### config.mk
export PLATFORM = sky130hd
export DESIGN_NAME = nlprg_period_mon
export DESIGN_NICKNAME = d
export VERILOG_FILES = /design/src/rtl/nlprg_period_mon.sv
export SDC_FILE = /design/constraint.sdc
export NUM_CORES = 1
export LEC_CHECK = 0
export ABC_AREA = 0
export BUFFER_PORTS_ARGS = -buffer_cell sky130_fd_sc_hd__buf_2
export CORE_ASPECT_RATIO = 1.25
export CORE_MARGIN = 2
export CORE_UTILIZATION = 55
export DETAILED_ROUTE_END_ITERATION = 10
export PLACE_DENSITY_LB_ADDON = 0.12
export SETUP_SLACK_MARGIN = 0.4
export SLEW_MARGIN = 20
export SYNTH_ARGS = -nofsm -noshare
export SYNTH_HDL_FRONTEND = slang
export SYNTH_SLANG_ARGS = --single-unit
### constraint.sdc
create_clock -name ck -period 2.8 [get_ports ck]
set_input_delay 0.28 -clock ck [delete_from_list [all_inputs] [get_ports ck]]
set_output_delay 0.28 -clock ck [all_outputs]
set_load 0.01 [all_outputs]
### src/rtl/nlprg_period_mon.sv
// nlprg_period_mon: measures the period of an nlprg PRNG word stream from a
// captured reference word. It flags short-period, stuck and overrun faults, and
// it reports pass when the period is exactly 2^N.
// Optional build macro NLPRG_PERIOD_MON_SIG_EN adds a running XOR signature
// output (sig). When the macro is set, pass also requires sig == 0.
module nlprg_period_mon #(
  parameter int unsigned N = 11
) (
  input  logic         ck,
  input  logic         rst,
  input  logic         start,
  input  logic         in_vld,
  input  logic [N-1:0] in_dat,
  output logic         busy,
  output logic         done,
  output logic         pass,
  output logic [N:0]   period,
  output logic [1:0]   err
`ifdef NLPRG_PERIOD_MON_SIG_EN
  ,
  output logic [N-1:0] sig
`endif
);

  localparam int unsigned CW = N + 1;
  localparam logic [CW-1:0] FULL = {1'b1, {N{1'b0}}};

  localparam logic [1:0] ERR_NONE  = 2'b00;
  localparam logic [1:0] ERR_SHORT = 2'b01;
  localparam logic [1:0] ERR_OVER  = 2'b10;
  localparam logic [1:0] ERR_STUCK = 2'b11;

  typedef enum logic [1:0] {
    S_IDLE = 2'd0,
    S_ARM  = 2'd1,
    S_RUN  = 2'd2,
    S_DONE = 2'd3
  } state_t;

  state_t          r_state, w_state;
  logic [N-1:0]    r_ref, w_ref;
  logic [N-1:0]    r_prev, w_prev;
  logic [CW-1:0]   r_cnt, w_cnt;
  logic            r_busy, w_busy;
  logic            r_done, w_done;
  logic            r_pass, w_pass;
  logic [CW-1:0]   r_period, w_period;
  logic [1:0]      r_err, w_err;
  logic [CW-1:0]   w_k;
  logic            w_sig_ok;
`ifdef NLPRG_PERIOD_MON_SIG_EN
  logic [N-1:0]    r_sig, w_sig;
`endif

  // Next-state and result computation; start always overrides a verdict
  always_comb begin
    w_state  = r_state;
    w_ref    = r_ref;
    w_prev   = r_prev;
    w_cnt    = r_cnt;
    w_done   = r_done;
    w_pass   = r_pass;
    w_period = r_period;
    w_err    = r_err;
    w_k      = r_cnt + CW'(1);
`ifdef NLPRG_PERIOD_MON_SIG_EN
    w_sig    = r_sig;
    w_sig_ok = (r_sig == '0);
`else
    w_sig_ok = 1'b1;
`endif

    if (start) begin
      w_state  = S_ARM;
      w_cnt    = '0;
      w_done   = 1'b0;
      w_pass   = 1'b0;
      w_period = '0;
      w_err    = ERR_NONE;
`ifdef NLPRG_PERIOD_MON_SIG_EN
      w_sig    = '0;
`endif
    end else begin
      case (r_state)
        S_ARM: begin
          if (in_vld) begin
            w_ref   = in_dat;
            w_prev  = in_dat;
            w_cnt   = '0;
            w_state = S_RUN;
`ifdef NLPRG_PERIOD_MON_SIG_EN
            w_sig   = in_dat;
`endif
          end
        end
        S_RUN: begin
          if (in_vld) begin
`ifdef NLPRG_PERIOD_MON_SIG_EN
            // The word that closes the loop on ref does not enter the signature
            if (in_dat != r_ref) w_sig = r_sig ^ in_dat;
`endif
            if (in_dat == r_ref) begin
              w_period = w_k;
              w_done   = 1'b1;
              w_state  = S_DONE;
              if ((w_k == FULL) && w_sig_ok) begin
                w_pass = 1'b1;
                w_err  = ERR_NONE;
              end else begin
                w_pass = 1'b0;
                w_err  = ERR_SHORT;
              end
            end else if (in_dat == r_prev) begin
              w_period = w_k;
              w_done   = 1'b1;
              w_pass   = 1'b0;
              w_err    = ERR_STUCK;
              w_state  = S_DONE;
            end else if (w_k == FULL) begin
              w_period = w_k;
              w_done   = 1'b1;
              w_pass   = 1'b0;
              w_err    = ERR_OVER;
              w_state  = S_DONE;
            end else begin
              w_cnt  = w_k;
              w_prev = in_dat;
            end
          end
        end
        default: ;
      endcase
    end

    w_busy = (w_state == S_ARM) || (w_state == S_RUN);
  end

  // State and result registers
  always_ff @(posedge ck or posedge rst) begin
    if (rst) begin
      r_state  <= S_IDLE;
      r_ref    <= '0;
      r_prev   <= '0;
      r_cnt    <= '0;
      r_busy   <= 1'b0;
      r_done   <= 1'b0;
      r_pass   <= 1'b0;
      r_period <= '0;
      r_err    <= ERR_NONE;
`ifdef NLPRG_PERIOD_MON_SIG_EN
      r_sig    <= '0;
`endif
    end else begin
      r_state  <= w_state;
      r_ref    <= w_ref;
      r_prev   <= w_prev;
      r_cnt    <= w_cnt;
      r_busy   <= w_busy;
      r_done   <= w_done;
      r_pass   <= w_pass;
      r_period <= w_period;
      r_err    <= w_err;
`ifdef NLPRG_PERIOD_MON_SIG_EN
      r_sig    <= w_sig;
`endif
    end
  end

  assign busy   = r_busy;
  assign done   = r_done;
  assign pass   = r_pass;
  assign period = r_period;
  assign err    = r_err;
`ifdef NLPRG_PERIOD_MON_SIG_EN
  assign sig    = r_sig;
`endif

endmodule

### After elaboration in Yosys (flattened, before gate mapping)

Index checks and enable logic that the tools add are counted.

| cells by class | value |
|---|---|
| reduce and logical (&&, ||, !) cells | 10 |
| add/subtract/negate cells | 1 |
| multiplexer cells | 46 |
| bitwise gates (word level) | 1 |
| equal/unequal tests | 17 |

Operators with widths:

| cell | count |
|---|---|
| $mux 12 | 12 |
| $mux 11 | 5 |
| $mux 2 | 12 |
| $pmux 12 s2 | 1 |
| $eq 11x11->1 | 2 |
| $pmux 11 s2 | 1 |
| $ne 3x3->1 const B | 5 |
| $mux 1 | 14 |
| $add 12x1->12 const B | 1 |
| $eq 12x12->1 const B | 1 |
| $ne 2x2->1 const B | 5 |
| $reduce_and 7->1 | 1 |
| $reduce_and 3->1 | 2 |
| $reduce_and 6->1 | 1 |
| $reduce_bool 2->1 | 3 |
| $eq 2x1->1 const B | 2 |
| $eq 2x2->1 const B | 2 |
| $pmux 2 s2 | 1 |
| $reduce_bool 4->1 | 1 |
| $reduce_bool 3->1 | 1 |
| $logic_or 1x1->1 | 1 |
| $not 1->1 | 1 |

| word-level totals | value |
|---|---|
| output and inout bits | 17 |
| word-level logic and storage cells | 84 |
| flip-flop bits (word level) | 53 |
| bits of input ports | 15 |

### Longest topological paths before layout

Gate-level depths: netlist of the first run.

| depth | value |
|---|---|
| depth in word-level cells | 10 |
| gate-level depth with buffers | 8 |
| gate-level depth less buffers | 8 |

### Worst setup path after synthesis of the first run

No wires, ideal clock.

| timing path | value |
|---|---|
| path type | register to register |
| from | register r_cnt[0] |
| to | register r_prev[0] |
| period minus slack after synthesis | 2.396 ns |
| slack | 0.404 ns |
| stages on the path, launching flop included | 9 |
| data arrival time | 2.271 ns |
| path through | dfrtp_1 ha_1 and2_1 a31o_2 o211a_1 o311ai_4 o22a_4 buf_12 mux2_4 |

| between the ends | value |
|---|---|
| cells in the longest elaborated chain, start to end | 4 |

RTL lines:

| element | RTL line | RTL |
|---|---|---|
| from (decl) | 43 | `logic [CW-1:0] r_cnt, w_cnt;` |
| from (signal assigned) | 157 | `r_cnt <= w_cnt;` |
| $add 12x1->12 | 65 | `w_k = r_cnt + CW'(1);` |
| $eq 12x12->1 | 119 | `end else if (w_k == FULL) begin` |
| $ne 2x2->1 (no source line) | n/a |  |
| $reduce_and 7->1 (no source line) | n/a |  |
| to (signal assigned) | 156 | `r_prev <= w_prev;` |
| to (decl) | 42 | `logic [N-1:0] r_prev, w_prev;` |

Every way passes these cells.
A chain may end at the register's enable or synchronous reset.

### Final worst setup path of the first run

| timing path | value |
|---|---|
| from | register r_cnt[8] |
| to | register r_cnt[9] |

| between the ends | value |
|---|---|
| cells in the longest elaborated chain, start to end | 7 |

RTL lines:

| element | RTL line | RTL |
|---|---|---|
| $add 12x1->12 (*) | 65 |  |
| $mux 12 | 119 |  |
| $mux 12 | 113 | `end else if (in_dat == r_prev) begin` |
| $mux 12 | 102 | `if (in_dat == r_ref) begin` |
| $mux 12 | 97 | `if (in_vld) begin` |
| $pmux 12 s2 | 84 | `case (r_state)` |
| $mux 12 | 73 | `if (start) begin` |

Mark *: on every way between the ends. The rest lies on a longest branch, timed or not. The select of a mux whose other input is x is not followed.

==> results of run 1 <==
==> cell type report <==
type / count / share of cell area [%]
clock inverter: 2 / 0.441
clock buffer: 6 / 2.13
timing repair buffer: 46 / 9.40
inverter: 5 / 0.551
multi-input combinational: 203 / 46.1
tap: 62 / 2.28
sequential: 53 / 39.1
==> metal layers <==
metal	up-vias	wire, um
met1	1114	2740
met4	0	91
met3	8	230
met5	-	0
met2	68	3300
li1	1085	-
==> registers in the layout, summed over array words and instances, names as in the netlist <==
name     cells
busy         1
done         1
r_state      2
r_ref       11
period      12
err          2
pass         1
r_prev      11
r_cnt       12
==> cells in the mapped netlist (all sizes together) (4+ instances only) <==
| cell | n | area (um^2) |
|---|---|---|
| dfrtp | 53 | 1330 |
| and2 | 4 | 25.0 |
| a211oi | 5 | 37.5 |
| o21ai | 5 | 25.0 |
| clkbuf | 6 | 22.5 |
| a21oi | 19 | 95.1 |
| buf | 9 | 73.8 |
| xor2 | 23 | 201 |
| nor4 | 6 | 37.5 |
| nor2 | 18 | 70.1 |
| a221o | 6 | 60.1 |
| nor4b | 4 | 35.0 |
| a21o | 4 | 30.0 |
| inv | 5 | 18.8 |
| nor3 | 15 | 75.1 |
| nand3 | 8 | 45.0 |
| nand2 | 16 | 60.1 |
| mux2 | 23 | 297 |
==> kinds of logic (layout without fill, tap and decap cells) <==
group,Yosys count,after routing,share of synthesized area (%)
AND/OR/NAND/NOR,90,90,16.4
adder cells (fa/ha/maj),3,3,1.28
flip-flops,53,53,45.3
XOR/XNOR,25,25,7.47
multiplexers,24,24,10.5
buffers and inverters,20,59,3.93
AO/OA/AOI/OAI,60,61,15.2
==> power groups by stage <==
| stage | Combinational (W) | Clock (W) | Sequential [W] |
|---|---|---|---|
| after global routing | 0.000858 | 0.000472 | 0.00111 |
| after detailed placement | 0.000755 | 0 | 0.00109 |
| after global placement | 0.000735 | 0 | 0.00109 |
| after floorplan | 0.000621 | 0 | 0.00107 |
| after CTS | 0.000771 | 0.000440 | 0.00108 |
| final | 0.000780 | 0.000433 | 0.00108 |
==> worst min path at each step <==
stage                           end  slack, ps  startpoint  depth (start not counted)
final                     r_prev[3]        260   in_dat[3]                          2
after floorplan           r_prev[0]        430   in_dat[0]                          1
after global routing      r_prev[3]        250   in_dat[3]                          2
after global placement    period[5]        240         rst                          2
after detailed placement  period[5]        250         rst                          2
after CTS                 r_prev[3]        260   in_dat[3]                          2
==> worst register-to-register path: cells and delay by family (launching register included) <==
family	cells	cell delay, ps
DFF	1	460
AOI/OAI and AO/OA	4	1120
and+or+nand+nor	2	490
buffers and inverters	1	190
==> timing repair <==
item	4_1_cts	5_1_grt
cloned	2	0
setup endpoints to repair	32	33
hold buffers	1	0
hold endpoints to repair	14	0
pin swaps	2	4
resized for setup	5	12
buffers inserted	0	6
==> cells in the final DEF, fill, tap and decap left out, types with 4 or more instances in the layout <==
cell type and instances:
o21ai_0 5, nor4_1 6, nor2_1 17, buf_4 11
xor2_1 23, nor3_1 15, dfrtp_2 5, mux2_2 12
a221o_1 6, dfrtp_1 48, a21o_1 4, buf_2 31
nand3_1 7, a211oi_1 5, mux2_4 11, nand2_1 16
clkbuf_8 5, a21oi_1 19, inv_1 4
==> stage by stage <==
step                      cell area, um^2  setup slack (ps)  hold WS, ps
after floorplan                      2930               404          429
after global placement               3130               255          243
after detailed placement             3130               207          249
after CTS                            3300               397          256
after global routing                 3410               388          247
final                                3410               448          264
==> flow_metrics.env, run 1 <==
export IMPL_slew_violations=0
export IMPL_finalPower_w=0.00230
export IMPL_startpoint="r_cnt[8]"
export IMPL_via_per_inst=6.03
export IMPL_die_area_um2=5930
export IMPL_fin_setup_tns_ps=0
export IMPL_worstPathArrival_ps=2550
export IMPL_p_seq_share_pct=47.2
export IMPL_clkPwrFrac_pct=18.9
export IMPL_grt_max_degree=40
export IMPL_grt_pass1_vias=2236
export IMPL_fmax_mhz=425
export IMPL_r2r_end="r_cnt[9]"
export IMPL_ys_warn_count=0
export IMPL_grt_pass1_wl_um=10300
export IMPL_firstDrtPassIters=4
export IMPL_synthArstFlopShare_pct=100
export IMPL_p_comb_share_pct=33.9
export IMPL_power_density_nw_per_um2=674
export IMPL_fin_crit_ps=2350
export IMPL_synth_seq_cells=53
export IMPL_reg2reg_slack_ps=450
export IMPL_hold_class="in2reg"
export IMPL_max_cap_violations=0
export IMPL_routedWlPerCell_um=16.9
export IMPL_crit_end="r_cnt[9]"
export IMPL_dp_cells=360
export IMPL_status="finished clean"
export IMPL_fin_util_pct=66.6
export IMPL_area_growth_pct=16.3
export IMPL_cp_end_kind="flop"
export IMPL_drtIter0Drc=209
export IMPL_die_height_um=85.6
export IMPL_path_cells="or3_4 > a31o_4 > o211a_4 > o311ai_4 > buf_12 > nor2_2 > a221o_1"
export IMPL_nets=332
export IMPL_cts_made_buffers=5
export IMPL_slowest_delay_ps=460
export IMPL_synth_avg_cell_area_um2=10.7
export IMPL_core_rowCount=29
export IMPL_dp_hpwl_um=4190
export IMPL_mappedNetlistArea_um2=2930
export IMPL_synth_edf_count=0
export IMPL_multi_input_area_um2=1570
export IMPL_post_route_period_util_pct=84.0
export IMPL_critPathTopFamily="compound AO/OA/AOI/OAI gates"
export IMPL_clkTransAtPathRegs_ps=100
export IMPL_num_antenna_cells=0
export IMPL_antenna_left=0
export IMPL_antenna_found_initial=0
export IMPL_p_sw_w=0.000751
export IMPL_start_util_pct=57.3
export IMPL_clock_sinks=53
export IMPL_layout_drive_gt1_share_pct=31.1
export IMPL_internal_power_w=0.00155
export IMPL_htreeDepth=2
export IMPL_reg2reg_from="r_cnt[8]"
export IMPL_cts_tree="built"
export IMPL_crit_fanout=8
export IMPL_portBuffers=31
export IMPL_grt_usage_pct=21.5
export IMPL_crit_required_ps=3000
export IMPL_p_sw_share_pct=32.7
export IMPL_ff_latch_area_um2=1330
export IMPL_setup_viol=0
export IMPL_die_w_um=69.3
export IMPL_fin_skew_ps=3.25
export IMPL_clock_path_buffers=2
export IMPL_clockRootBuffer="clkbuf_8"
export IMPL_r2r_cells=7
export IMPL_core_region_area_um2=5120
export IMPL_worst_slew_pin_slew_ps=605
export IMPL_grt_setup_unrepaired="no"
export IMPL_critPathKind="reg2reg"
export IMPL_synthFlopType="dfrtp_1"
export IMPL_fin_cells=377
export IMPL_num_vias=2275
export IMPL_syn_nets=293
export IMPL_ys_seq_area_share_pct=45.3
export IMPL_max_slew_margin_pct=59.6
export IMPL_io_pins=32
export IMPL_crit_cells=7
export IMPL_gp_congestion=0.846
export IMPL_grtUsageMet2_pct=38.3
export IMPL_gr_usage_met3_pct=3.64
export IMPL_busiest_layer="met2"
export IMPL_drc=0
export IMPL_syn_inst=275
export IMPL_grt_use_met1_pct=26.4
export IMPL_cp_start_kind="flop"
export IMPL_worst_path_buf_inv=1
export IMPL_fillers=393
export IMPL_wl_um=6360
export IMPL_crit_slowest_cell="dfrtp_2"
export IMPL_ys_types=52
export IMPL_overflow=0
export IMPL_hold_viol_final=0
export IMPL_p_leak_nw=1.53
export IMPL_insertion_delay_ps=310
export IMPL_ir_worst_vdd_v=0.000529
Note: power is estimated with default switching activity, not from simulation.
==> run 2: changes to the inputs <==
--- a/config.mk
+++ b/config.mk
@@ -5,7 +5,7 @@
 export SDC_FILE = /design/constraint.sdc
 export NUM_CORES = 1
 export LEC_CHECK = 0
-export ABC_AREA = 0
+export ABC_AREA = 1
 export BUFFER_PORTS_ARGS = -buffer_cell sky130_fd_sc_hd__buf_2
 export CORE_ASPECT_RATIO = 1.25
 export CORE_MARGIN = 2
==> constraint.sdc (replaced) <==
create_clock -name ck -period 2.2 [get_ports ck]
set_input_delay 0.22 -clock ck [delete_from_list [all_inputs] [get_ports ck]]
set_output_delay 0.22 -clock ck [all_outputs]
set_load 0.01 [all_outputs]
==> run 2 against run 1 <==
Against the previous run:
- worst hold slack worse by 94 ps
- non-clock buffer count rose by 11
- worst setup slack worse by 270 ps
- maximum frequency rose by 16%
- power is 24% higher
- die area is 2.6% lower
- synthesized cell count rose by 25%
- critical path depth up 9
- via count increased by 6.1%
==> flow_metrics.env, run 2 <==
export IMPL_critPathTopFamily="simple AND/OR/NAND/NOR gates"
export IMPL_synth_avg_cell_area_um2=8.27
export IMPL_yosys_area_top_type="dfrtp_1"
export IMPL_cp_end_kind="flop"
export IMPL_startpoint="r_cnt[1]"
export IMPL_htreeDepth=2
export IMPL_die_w_um=68.4
export IMPL_layout_drive_gt1_share_pct=34.5
export IMPL_synth_seq_cells=53
export IMPL_gp_congestion=0.893
export IMPL_status="finished clean"
export IMPL_num_antenna_cells=0
export IMPL_cts_tree="built"
export IMPL_ff_latch_area_um2=1330
export IMPL_fin_util_pct=70.2
export IMPL_slew_violations=0
export IMPL_via_per_inst=5.23
export IMPL_crit_slowest_cell="dfrtp_2"
export IMPL_cpMostUsedCell="nand2_2"
export IMPL_hold_start="in_dat[6]"
export IMPL_clkTransAtPathRegs_ps=110
export IMPL_cts_made_buffers=5
export IMPL_worst_path_buf_inv=3
export IMPL_fillers=401
export IMPL_timing_final_ws_setup_ps=179
export IMPL_hold_viol_final=0
export IMPL_grt_pass1_wl_um=10500
export IMPL_core_rowCount=29
export IMPL_clock_path_buffers=2
export IMPL_power_density_nw_per_um2=802
export IMPL_synthFlopType="dfrtp_1"
export IMPL_yosysTopAreaCellShare_pct=46.5
export IMPL_nets=417
export IMPL_p_leak_nw=1.75
export IMPL_ir_worst_vdd_v=0.000691
export IMPL_fmax_mhz=495
export IMPL_wl_um=6270
export IMPL_slowest_delay_ps=460
export IMPL_max_cap_violations=0
export IMPL_post_route_period_util_pct=91.9
export IMPL_crit_required_ps=2400
export IMPL_finalPower_w=0.00284
export IMPL_fin_crit_ps=2020
export IMPL_synth_common_cells="nand2_1 (113), dfrtp_1 (53), inv_1 (33)"
export IMPL_yosysMostFrequentCell="nand2_1"
export IMPL_syn_nets=363
export IMPL_clock_sinks=53
export IMPL_worst_slew_pin_slew_ps=588
export IMPL_setup_viol=0
export IMPL_final_cell_mix="nand2_1 (83), dfrtp_1 (49), inv_1 (31), buf_2 (31)"
export IMPL_portBuffers=31
export IMPL_mappedNetlistArea_um2=2850
export IMPL_drtIter0Drc=132
export IMPL_reg2reg_from="r_cnt[1]"
export IMPL_core_region_area_um2=5040
export IMPL_critPathKind="reg2reg"
export IMPL_cp_start_kind="flop"
export IMPL_pre_cts_ws_ps=81.0
export IMPL_antenna_found_initial=0
export IMPL_area_growth_pct=24.1
export IMPL_firstDrtPassIters=4
export IMPL_fin_setup_tns_ps=0
export IMPL_synthArstFlopShare_pct=100
export IMPL_clockRootBuffer="clkbuf_8"
export IMPL_io_pins=32
export IMPL_dp_hpwl_um=4400
export IMPL_overflow=0
export IMPL_syn_inst=345
export IMPL_crit_fanout=7
export IMPL_grt_max_degree=25
export IMPL_ys_warn_count=0
export IMPL_insertion_delay_ps=320
export IMPL_max_slew_margin_pct=60.7
export IMPL_fin_skew_ps=14.6
export IMPL_routedWlPerCell_um=13.6
export IMPL_num_vias=2414
export IMPL_layout_commonest_cell="nand2_1"
export IMPL_ys_seq_area_share_pct=46.5
export IMPL_ys_types=31
export IMPL_antenna_left=0
export IMPL_drc=0
export IMPL_grt_usage_pct=24.2
export IMPL_die_area_um2=5780
export IMPL_synth_edf_count=0
export IMPL_start_util_pct=56.5
export IMPL_multi_input_area_um2=1510
export IMPL_synth_area_leaders="dfrtp_1 (47%), nand2_1 (15%), nand3_1 (4.9%)"
export IMPL_die_height_um=84.5
export IMPL_worstPathArrival_ps=2220
export IMPL_hold_class="in2reg"
export IMPL_grt_pass1_vias=2321
export IMPL_path_cells="ha_4 > nand2_2 > inv_2 > nand3b_1 > nand2_2 > nor2_4 > nand2_1 > nor2_1 > nand2_1 > nand2_2 > nand3_4 > inv_4 > nor2_4 > buf_6 > nand2_2 > o21ai_1"
export IMPL_grt_setup_unrepaired="yes"
-- run 2: cells by family after synthesis --
logic type	after synthesis	share of synthesized area (%)
muxes	5	1.97
DFF	53	46.5
xor gates and xnor gates	17	5.22
adders and majority gates	3	1.32
AOI/OAI and AO/OA	45	10.5
buffers and inverters	45	7.02
and+or+nand+nor	177	27.4
-- run 2: path summary, 6_finish.rpt --
check,endpoint,slack [ps],cells after the start
min reg2reg,period[7],490,2
min in group asynchronous,r_prev[8],460,3
min,r_prev[6],170,3
max reg2reg,period[10],180,16
max in group asynchronous,r_cnt[2],1130,4
max,period[10],180,16
-- run 2: what timing repair did --
| item | 4_1_cts | 5_1_grt |
|---|---|---|
| setup buffers | 10 | 4 |
| cloned | 1 | 0 |
| setup endpoints to repair | 41 | 42 |
| pin swaps | 12 | 9 |
| resized for setup | 29 | 35 |
| endpoints found under the hold margin | 22 | 0 |
| hold buffers | 1 | 0 |
-- run 2: report_power, final --
| part | total, W | internal [W] | switching (W) | leakage, nW |
|---|---|---|---|---|
| clock network | 0.000569 | 0.000232 | 0.000337 | 0.0487 |
| logic | 0.000920 | 0.000401 | 0.000519 | 1.01 |
| registers | 0.00135 | 0.00120 | 0.000151 | 0.690 |
| total | 0.00284 | 0.00183 | 0.00101 | 1.75 |
-- run 2: cell type report --
class | count | share of cell area [%]
clock buffers | 5 | 1.94
well taps | 62 | 2.19
flip-flops and latches | 53 | 37.6
repair buffers | 57 | 11.1
inverters | 35 | 3.78
clock inverters | 3 | 0.742
multi-input cells | 247 | 42.6
-- run 2: stage by stage --
stage	hold slack (ps)	cells	instance area (um^2)
floorplan	330	345	2880
global placement	268	438	3120
detailed placement	271	438	3120
CTS	165	458	3370
global route	178	462	3540
finish	170	462	3540
-- run 2: metal layers --
layer / vias up / share of wire [%] / track usage (%)
met1: 1147 / 41 / 29.2
met2: 45 / 54 / 41.2
met4: 0 / 2.1 / 9.45
met3: 10 / 3.0 / 4.96
li1: 1212 / - / -
met5: - / 0 / 0
-- run 2: worst reg2reg max path, stage by stage, from the launching register on --
cell	delay, ps
dfrtp_2	460
ha_4	190
nand2_2	60
inv_2	60
nand3b_1	100
nand2_2	90
nor2_4	140
nand2_1	70
nor2_1	80
nand2_1	60
nand2_2	100
nand3_4	100
inv_4	100
nor2_4	50
buf_6	140
nand2_2	60
o21ai_1	60
==> run 3: changes to the inputs <==
--- a/config.mk
+++ b/config.mk
@@ -11,7 +11,7 @@
 export CORE_MARGIN = 2
 export CORE_UTILIZATION = 55
 export DETAILED_ROUTE_END_ITERATION = 10
-export PLACE_DENSITY_LB_ADDON = 0.12
+export PLACE_DENSITY = 0.81
 export SETUP_SLACK_MARGIN = 0.4
 export SLEW_MARGIN = 20
 export SYNTH_ARGS = -nofsm -noshare
==> run 3 against run 2 <==
Against the previous run:
- non-clock buffer count rose by 10
- clock power fell by 2%
- register-to-register slack got worse by 95 ps
- worst setup slack got worse by 95 ps
- sequential power barely moved
- largest cell class unchanged
- utilization rose by 2.5 points
- design area rose by 3.6%
- first-iteration DRC count rose by 140%
- maximum frequency fell by 4.5%
- worst hold slack improved by 8.7 ps
- combinational power rose by 6.3%
- routed wire length rose by 18%
==> flow_metrics.env, run 3 (synthesis results as in run 2) <==
export IMPL_routedWlPerCell_um=15.7
export IMPL_core_region_area_um2=5040
export IMPL_post_route_period_util_pct=96.2
export IMPL_fillers=326
export IMPL_fin_crit_ps=2120
export IMPL_cts_made_buffers=5
export IMPL_grt_setup_unrepaired="yes"
export IMPL_critPathKind="reg2reg"
export IMPL_die_w_um=68.4
export IMPL_cp_start_kind="flop"
export IMPL_htreeDepth=2
export IMPL_overflow=0
export IMPL_firstDrtPassIters=5
export IMPL_setup_viol=0
export IMPL_clock_path_buffers=2
export IMPL_internal_power_w=0.00187
export IMPL_wl_um=7380
export IMPL_grt_max_degree=39
export IMPL_clockRootBuffer="clkbuf_8"
export IMPL_p_sw_share_pct=35.2
export IMPL_grt_pass1_vias=2540
export IMPL_fin_skew_ps=11.8
export IMPL_ir_worst_vdd_v=0.000758
export IMPL_portBuffers=31
export IMPL_multi_input_area_um2=1530
export IMPL_insertion_delay_ps=310
export IMPL_p_seq_share_pct=46.8
export IMPL_power_density_nw_per_um2=788
export IMPL_dpl_cell_area_um2=3110
export IMPL_grt_usage_pct=26.1
export IMPL_area_growth_pct=28.6
export IMPL_grt_pass1_wl_um=11500
export IMPL_hold_viol_final=0
export IMPL_clkTransAtPathRegs_ps=90
export IMPL_layout_commonest_cell="nand2_1"
export IMPL_drtIter0Drc=313
export IMPL_p_leak_nw=1.79
export IMPL_max_cap_violations=0
export IMPL_gp_congestion=0.966
export IMPL_die_area_um2=5780
export IMPL_antenna_left=0
export IMPL_fin_area_um2=3670
export IMPL_hold_class="in2reg"
export IMPL_via_per_inst=5.65
export IMPL_crit_fanout=15
export IMPL_slew_violations=0
export IMPL_num_vias=2660
export IMPL_start_util_pct=56.5
export IMPL_io_pins=32
export IMPL_ff_latch_area_um2=1330
export IMPL_status="finished clean"
export IMPL_worstPathArrival_ps=2320
export IMPL_dp_hpwl_um=4320
export IMPL_clock_sinks=53
export IMPL_num_antenna_cells=0
export IMPL_fin_util_pct=72.7
export IMPL_die_height_um=84.5
export IMPL_cp_end_kind="flop"
export IMPL_final_cell_mix="nand2_1 (100), dfrtp_1 (48), buf_2 (31), inv_1 (30), buf_4 (26)"
export IMPL_cts_tree="built"
export IMPL_clkPwrFrac_pct=19.3
export IMPL_crit_required_ps=2400
export IMPL_core_rowCount=29
export IMPL_layout_drive_gt1_share_pct=35.2
export IMPL_drc=0
export IMPL_worst_slew_pin_slew_ps=645
export IMPL_fmax_mhz=472
export IMPL_p_comb_share_pct=33.9
export IMPL_max_slew_margin_pct=57.0
export IMPL_nets=427
export IMPL_p_sw_w=0.00102
export IMPL_antenna_found_initial=0
-- run 3: routing by layer --
| layer | global-route usage (%) | wire length [um] |
|---|---|---|
| met5 | 0 | 0 |
| met3 | 4.96 | 393 |
| met2 | 45.8 | 3940 |
| met1 | 30.2 | 2720 |
| met4 | 10.4 | 321 |
-- run 3: repair_timing --
item,in CTS,in global routing
resized for setup,39,21
cloned,2,0
pin swaps,14,6
endpoints found under the setup margin,41,42
setup buffers,21,5
hold buffers,1,0
endpoints found under the hold margin,15,0
-- run 3: worst max-delay path, stage by stage, from the launching register on --
cell	delay (ps)
dfrtp_1	450
ha_4	190
nand3_2	110
nor2_4	140
nand3_1	90
nand2_1	100
nand2_1	60
nor2_1	120
nand2_1	110
nand2_4	110
nand3_4	100
inv_4	100
nor2_4	50
buf_12	140
nand2_1	70
o21ai_2	60
-- run 3: power by group through the flow --
stage | Combinational (W) | Clock (W) | Sequential, W
floorplan | 0.000677 | 0 | 0.00134
global placement | 0.000812 | 0 | 0.00135
detailed placement | 0.000845 | 0 | 0.00137
CTS | 0.000954 | 0.000564 | 0.00135
global route | 0.00109 | 0.000607 | 0.00138
finish | 0.000978 | 0.000558 | 0.00135
-- run 3: final cells by class --
| cell class | instances | area share (%) |
|---|---|---|
| inverters | 35 | 3.65 |
| clock buffers | 7 | 2.35 |
| multi-input cells | 247 | 41.8 |
| well taps | 62 | 2.12 |
| repair buffers | 67 | 13.8 |
| flip-flops and latches | 53 | 36.3 |
-- run 3: final timing paths --
kind | start | endpoint | slack, ps | cells after the start
max in group asynchronous | rst | r_cnt[4] | 1250 | 4
hold reg to reg | err[1] | err[1] | 480 | 2
setup / recovery | r_cnt[0] | period[3] | 80 | 15
setup reg to reg | r_cnt[0] | period[3] | 80 | 15
min in group asynchronous | rst | busy | 420 | 3
hold / removal | in_dat[5] | r_prev[5] | 180 | 3
-- run 3: through the flow --
| stage | setup TNS, ps | setup WS (ps) | hold slack (ps) | power (W) | cells |
|---|---|---|---|---|---|
| after CTS | 0 | 242 | 176 | 0.00287 | 466 |
| after detailed placement | 0 | 153 | 217 | 0.00221 | 435 |
| after floorplan | 0 | 303 | 330 | 0.00202 | 345 |
| final | 0 | 83.4 | 179 | 0.00289 | 471 |
| after global routing | -481 | -59.1 | 184 | 0.00307 | 471 |
| after global placement | 0 | 180 | 210 | 0.00216 | 435 |
